<file path="config.mk">
export PLATFORM = sky130hd
export DESIGN_NAME = mdio_master_flat
export DESIGN_NICKNAME = d
export VERILOG_FILES = /design/src/rtl/mdio_master_if.sv /design/src/rtl/mdio_master.sv /design/src/flat_wrapper.sv
export SDC_FILE = /design/constraint.sdc
export NUM_CORES = 1
export LEC_CHECK = 0
export CORE_MARGIN = 8
export CORE_UTILIZATION = 54
export CTS_CLUSTER_SIZE = 40
export DETAILED_ROUTE_END_ITERATION = 8
export PLACE_DENSITY_LB_ADDON = 0.3
export SYNTH_ARGS = -nofsm -noshare
export SYNTH_HDL_FRONTEND = slang
export SYNTH_SLANG_ARGS = --single-unit
</file>
<file path="constraint.sdc">
create_clock -name clk -period 2.45 [get_ports clk]
set_input_delay 0.735 -clock clk [delete_from_list [all_inputs] [get_ports clk]]
set_output_delay 0.735 -clock clk [all_outputs]
set_load 0.05 [all_outputs]
</file>
<file path="src/rtl/mdio_master_if.sv">
// Requester-side command interface of the MDIO master: start/busy/done handshake,
// command fields, and read results.
interface mdio_master_if;
  logic        start;
  logic        rw;
  logic [4:0]  phy_addr;
  logic [4:0]  reg_addr;
  logic [15:0] wdata;
  logic        busy;
  logic        done;
  logic [15:0] rdata;
  logic        rd_err;

  // Requester that issues commands
  modport master (
    output start, rw, phy_addr, reg_addr, wdata,
    input  busy, done, rdata, rd_err
  );

  // MDIO master block that serves them
  modport slave (
    input  start, rw, phy_addr, reg_addr, wdata,
    output busy, done, rdata, rd_err
  );
endinterface

</file>
<file path="src/rtl/mdio_master.sv">
// Clause 22 MDIO/MDC master: runs single register read/write frames, generates MDC,
// and returns read data with a turnaround error flag.
module mdio_master #(
  parameter int unsigned DIV_HALF     = 10,
  parameter int unsigned PREAMBLE_LEN = 32
) (
  input  logic         clk,
  input  logic         rst,
  mdio_master_if.slave bus,
  output logic         mdc,
  output logic         mdio_o,
  output logic         mdio_oe,
  input  logic         mdio_i
);

  localparam int unsigned PhW = $clog2(2 * DIV_HALF);
  localparam logic [PhW-1:0] PhRise = PhW'(DIV_HALF - 1);
  localparam logic [PhW-1:0] PhEnd  = PhW'(2 * DIV_HALF - 1);

  typedef enum logic [2:0] {StIdle, StPre, StCmd, StTa, StData, StDone} state_e;

  state_e         state_q, state_d;
  logic [PhW-1:0] phase_q, phase_d;
  logic [5:0]     cnt_q, cnt_d;       // bits left in the current state, minus one
  logic [31:0]    tx_q, tx_d;         // ST..DATA, MSB is the bit on the wire
  logic [15:0]    rx_q, rx_d;
  logic           is_read_q, is_read_d;
  logic           ta_err_q, ta_err_d;
  logic [15:0]    rdata_q, rdata_d;
  logic           rd_err_q, rd_err_d;
  logic           mdc_q, mdc_d;
  logic           o_q, o_d;
  logic           oe_q, oe_d;
  logic [31:0]    tx_shift;
  logic           nxt_bit;
  logic           nxt_oe;

  // State and registered pad outputs
  always_ff @(posedge clk) begin
    if (rst) begin
      state_q   <= StIdle;
      phase_q   <= '0;
      cnt_q     <= '0;
      tx_q      <= '0;
      rx_q      <= '0;
      is_read_q <= 1'b0;
      ta_err_q  <= 1'b0;
      rdata_q   <= '0;
      rd_err_q  <= 1'b0;
      mdc_q     <= 1'b0;
      o_q       <= 1'b1;
      oe_q      <= 1'b0;
    end else begin
      state_q   <= state_d;
      phase_q   <= phase_d;
      cnt_q     <= cnt_d;
      tx_q      <= tx_d;
      rx_q      <= rx_d;
      is_read_q <= is_read_d;
      ta_err_q  <= ta_err_d;
      rdata_q   <= rdata_d;
      rd_err_q  <= rd_err_d;
      mdc_q     <= mdc_d;
      o_q       <= o_d;
      oe_q      <= oe_d;
    end
  end

  // Next-state: bit sequencing, MDC phase, sampling and result update
  always_comb begin
    state_d   = state_q;
    phase_d   = phase_q;
    cnt_d     = cnt_q;
    tx_d      = tx_q;
    rx_d      = rx_q;
    is_read_d = is_read_q;
    ta_err_d  = ta_err_q;
    rdata_d   = rdata_q;
    rd_err_d  = rd_err_q;
    mdc_d     = mdc_q;
    o_d       = o_q;
    oe_d      = oe_q;
    tx_shift  = {tx_q[30:0], 1'b0};
    nxt_bit   = 1'b1;
    nxt_oe    = 1'b0;
    unique case (state_q)
      StIdle: begin
        mdc_d   = 1'b0;
        o_d     = 1'b1;
        oe_d    = 1'b0;
        phase_d = '0;
        if (bus.start) begin
          is_read_d = bus.rw;
          ta_err_d  = 1'b0;
          tx_d      = {2'b01, bus.rw ? 2'b10 : 2'b01, bus.phy_addr, bus.reg_addr, 2'b10,
                       bus.wdata};
          oe_d      = 1'b1;
          if (PREAMBLE_LEN != 0) begin
            state_d = StPre;
            cnt_d   = 6'(PREAMBLE_LEN - 1);
            o_d     = 1'b1;
          end else begin
            state_d = StCmd;
            cnt_d   = 6'd13;
            o_d     = 1'b0;  // first ST bit
          end
        end
      end
      StPre, StCmd, StTa, StData: begin
        phase_d = phase_q + PhW'(1);
        if (phase_q == PhRise) begin
          mdc_d = 1'b1;
          if (state_q == StTa && cnt_q == 6'd0) ta_err_d = mdio_i;
          if (state_q == StData) rx_d = {rx_q[14:0], mdio_i};
        end
        if (phase_q == PhEnd) begin
          phase_d = '0;
          mdc_d   = 1'b0;
          if (state_q != StPre) tx_d = tx_shift;
          if (cnt_q != 6'd0) begin
            cnt_d = cnt_q - 6'd1;
          end else begin
            case (state_q)
              StPre:   begin state_d = StCmd;  cnt_d = 6'd13; end
              StCmd:   begin state_d = StTa;   cnt_d = 6'd1;  end
              StTa:    begin state_d = StData; cnt_d = 6'd15; end
              default: state_d = StDone;
            endcase
          end
          // Preamble does not shift tx, so its last bit hands over tx_q[31] unshifted
          nxt_bit = (state_q == StPre) ? ((cnt_q != 6'd0) ? 1'b1 : tx_q[31]) : tx_shift[31];
          nxt_oe  = (state_d == StPre) || (state_d == StCmd) ||
                    (((state_d == StTa) || (state_d == StData)) && !is_read_q);
          oe_d    = nxt_oe;
          o_d     = nxt_oe ? nxt_bit : 1'b1;
        end
      end
      StDone: begin
        state_d = StIdle;
        if (is_read_q) begin
          rdata_d  = rx_q;
          rd_err_d = ta_err_q;
        end else begin
          rd_err_d = 1'b0;
        end
      end
      default: state_d = StIdle;
    endcase
  end

  assign bus.busy   = (state_q == StPre) || (state_q == StCmd) ||
                      (state_q == StTa) || (state_q == StData);
  assign bus.done   = (state_q == StDone);
  assign bus.rdata  = rdata_q;
  assign bus.rd_err = rd_err_q;
  assign mdc        = mdc_q;
  assign mdio_o     = o_q;
  assign mdio_oe    = oe_q;

endmodule

</file>
<file path="src/flat_wrapper.sv">
// flat-port wrapper written by rule: the top's interface ports become plain ports
module mdio_master_flat 
#(
  parameter int unsigned DIV_HALF     = 10,
  parameter int unsigned PREAMBLE_LEN = 32
)
  (clk, rst, mdc, mdio_o, mdio_oe, mdio_i, bus_start, bus_rw, bus_phy_addr, bus_reg_addr, bus_wdata, bus_busy, bus_done, bus_rdata, bus_rd_err);
  mdio_master_if bus_i ();
  input  logic clk;
  input  logic rst;
  output logic mdc;
  output logic mdio_o;
  output logic mdio_oe;
  input  logic mdio_i;
  input wire logic [$bits(bus_i.start)-1:0] bus_start;
  input wire logic [$bits(bus_i.rw)-1:0] bus_rw;
  input wire logic [$bits(bus_i.phy_addr)-1:0] bus_phy_addr;
  input wire logic [$bits(bus_i.reg_addr)-1:0] bus_reg_addr;
  input wire logic [$bits(bus_i.wdata)-1:0] bus_wdata;
  output wire logic [$bits(bus_i.busy)-1:0] bus_busy;
  output wire logic [$bits(bus_i.done)-1:0] bus_done;
  output wire logic [$bits(bus_i.rdata)-1:0] bus_rdata;
  output wire logic [$bits(bus_i.rd_err)-1:0] bus_rd_err;
  assign bus_i.start = bus_start;
  assign bus_i.rw = bus_rw;
  assign bus_i.phy_addr = bus_phy_addr;
  assign bus_i.reg_addr = bus_reg_addr;
  assign bus_i.wdata = bus_wdata;
  assign bus_busy = bus_i.busy;
  assign bus_done = bus_i.done;
  assign bus_rdata = bus_i.rdata;
  assign bus_rd_err = bus_i.rd_err;
  mdio_master #(.DIV_HALF(DIV_HALF), .PREAMBLE_LEN(PREAMBLE_LEN)) u_core (.clk(clk), .rst(rst), .bus(bus_i), .mdc(mdc), .mdio_o(mdio_o), .mdio_oe(mdio_oe), .mdio_i(mdio_i));
endmodule
</file>
==> out/qor.yml <==
detailed_routing:
  num_vias: 3449
  drt_iter0_drc: 202
  viasPerCell: 5.77
  routedWlPerCell_microns: 14.8
  wl_met2_microns: 4360
  drtPass1Iterations: 4
  antenna_left: 0
  drc: 0
  routedLengthMet1_microns: 3850
  routed.top_layer: "met4"
  wl_met3_microns: 561
  wl_microns: 8830
cts:
  cts_tree: "done"
  cts.path.max_buffers: 2
  cts_buffers: 9
  clkTransAtPathRegs_ns: 0.10
  clk_latency_ns: 0.35
  cts_resized: 0
  clock-sinks: 84
  postCtsHoldBufs: 0
  cts_setup_buffers: 0
  htreeDepth: 3
  cts-root-buf: "clkbuf_8"
logic_synthesis:
  netlist.area_leader.share_pct: 44.8
  synth.area.top_cells: "dfxtp_1 45%, nand2_1 14%, a21oi_1 6.9%"
  avgSynthCellArea_sq_um: 7.91
  synth_top_area_cell: "dfxtp_1"
  yosysSeqAreaShare_pct: 44.8
  ys_warn_count: 0
  synth_edf_count: 0
  syn-num-nets: 509
  synth_area_sq_um: 3750
  synth-seq-cells: 84
  synth_cell_types: 56
  synthArstFlopShare_pct: 0
  synth_cells: 474
  ys.flop_type: "dfxtp_1"
global_routing:
  grt_overflow: 0
  grt_max_degree: 59
  first_global_vias: 3315
  grt_usage_pct: 18.3
  grt_pass1_wl_microns: 15000
  antenna_found_initial: 0
setup_path:
  cp_slowest_cell: "clkdlybuf4s50_1"
  worstSetupPathType: "register to primary output"
  path_delay_family: "buffers and inverters"
  start_kind: "register"
  worstPathMaxFanout: 2
  cp-end-kind: "primary output"
  slowest_delay_ns: 0.82
  crit_chain: "clkdlybuf4s50_1"
  cp.arrival_ns: 1.53
  timing.critical_path.required_ns: 1.71
  crit_buf_inv: 1
pwr:
  ir_drop_mv: 0.382
  p_leak_uw: 0.00157
  p_per_area_nw_per_um2: 620
sta:
  skew_ns: 0.0117
  setup-violations-final: 0
  fin_crit_ns: 2.26
  clock.fmax_mhz: 442
  tightest_slew_ns: 0.592
  setup_tns_ns: 0
  rsz0062_at_grt: "no"
  timing.slew.headroom_pct: 60.5
  drv_slew: 0
  hold_violations: 0
  finalCritPeriodShare_pct: 92.3
placement:
  gp_congestion: 0.895
  io_buffer_count: 52
  hpwl_microns: 6090
final_layout:
  utilization_pct: 66.9
  drive_above_1_share_pct: 9.27
  nets: 548
  layout_common_cells: "138 x nand2_1, 82 x dfxtp_1, 52 x a21oi_1"
  final_common_cell: "nand2_1"
  antennaDiodeCount: 0
  area_growth_pct: 20.5
floorplan:
  dieArea_sq_um: 9870
  rows: 30
  start_util_pct: 55.5
  die_x_microns: 99.3
  die_y_microns: 99.3
  pin_count: 53
  core_sq_um: 6760
min_path:
  min-delay-path-class: "register to register"
run_status:
  status: "completed"
job:
  maxCapViolations: 0
## sequential cells by signal (all words and copies together), names as in the netlist, 3 cells and up
signal / count
u_core.state_q: 3
u_core.tx_q: 32
u_core.phase_q: 5
u_core.bus.rdata: 16
u_core.rx_q: 16
u_core.cnt_q: 6
## final cells by class
cell class                      count  area [sq um]
Multi-Input combinational cell    348          1890
Sequential cell                    84          1680
Tap cell                           80           100
Timing Repair Buffer               62           636
Clock buffer                        9           124
Inverter                            8          30.0
Fill cell                         591          2240
Clock inverter                      7          56.3
## metrics by stage
step | setup slack (ns) | cell area, sq um | hold slack, ns | total power [uW] | instances
after floorplan | 0.222 | 3750 | 0.428 | 1780 | 474
after global placement | 0.223 | 4340 | 0.437 | 1900 | 582
after detailed placement | 0.106 | 4340 | 0.449 | 1920 | 582
after CTS | 0.0479 | 4520 | 0.462 | 2820 | 598
after global routing | 0.130 | 4520 | 0.479 | 2930 | 598
final | 0.187 | 4520 | 0.460 | 2800 | 598
## kinds of logic (layout without fill, tap and decap cells)
logic type               count (synthesis)  in the layout  share of synthesized area [%]
adder cells (fa/ha/maj)                  6              6                           1.87
AND/OR/NAND/NOR                        222            222                           26.0
XOR/XNOR                                 2              2                          0.467
multiplexers                             2              2                          0.567
buffers and inverters                   42             86                           5.01
flip-flops                              84             84                           44.8
AO/OA/AOI/OAI                          116            116                           21.2
## where the power goes
group | switching [uW] | total [uW] | internal (uW)
sequential | 44.1 | 1470 | 1430
combinational | 244 | 420 | 176
clock | 528 | 910 | 383
## worst paths after layout
kind	from	end	slack, ns	cells past startpoint
setup / recovery	u_core.bus.rd_err	bus_rd_err	0.19	1
hold / removal	u_core.bus.rdata[10]	u_core.bus.rdata[10]	0.46	2
hold reg to reg	u_core.bus.rdata[10]	u_core.bus.rdata[10]	0.46	2
setup reg to reg	u_core.cnt_q[1]	u_core.cnt_q[2]	0.36	7
## worst min-delay path, delay by kind of cell (launching register included)
| family | cells | cell delay (ns) |
|---|---|---|
| simple gates | 1 | 0.05 |
| compound gates | 1 | 0.05 |
| flops | 1 | 0.32 |
## metal layers
metal,track usage (%),vias to the layer above
met1,20.8,1645
met3,6.49,6
met5,0,-
met2,31.0,76
li1,-,1722
met4,5.82,0
## Yosys cell counts (3+ instances only)
cell,count
nand2_1,138
dfxtp_1,84
a21oi_1,52
nor2_1,41
a311oi_1,26
buf_2,18
clkbuf_1,14
o21ai_0,10
inv_1,7
nand3_1,6
nand4_1,5
a211oi_1,4
ha_1,4
nor3_1,4
a31oi_1,3
nand2b_1,3
o211ai_1,3
(Power assumes the default switching activity.)
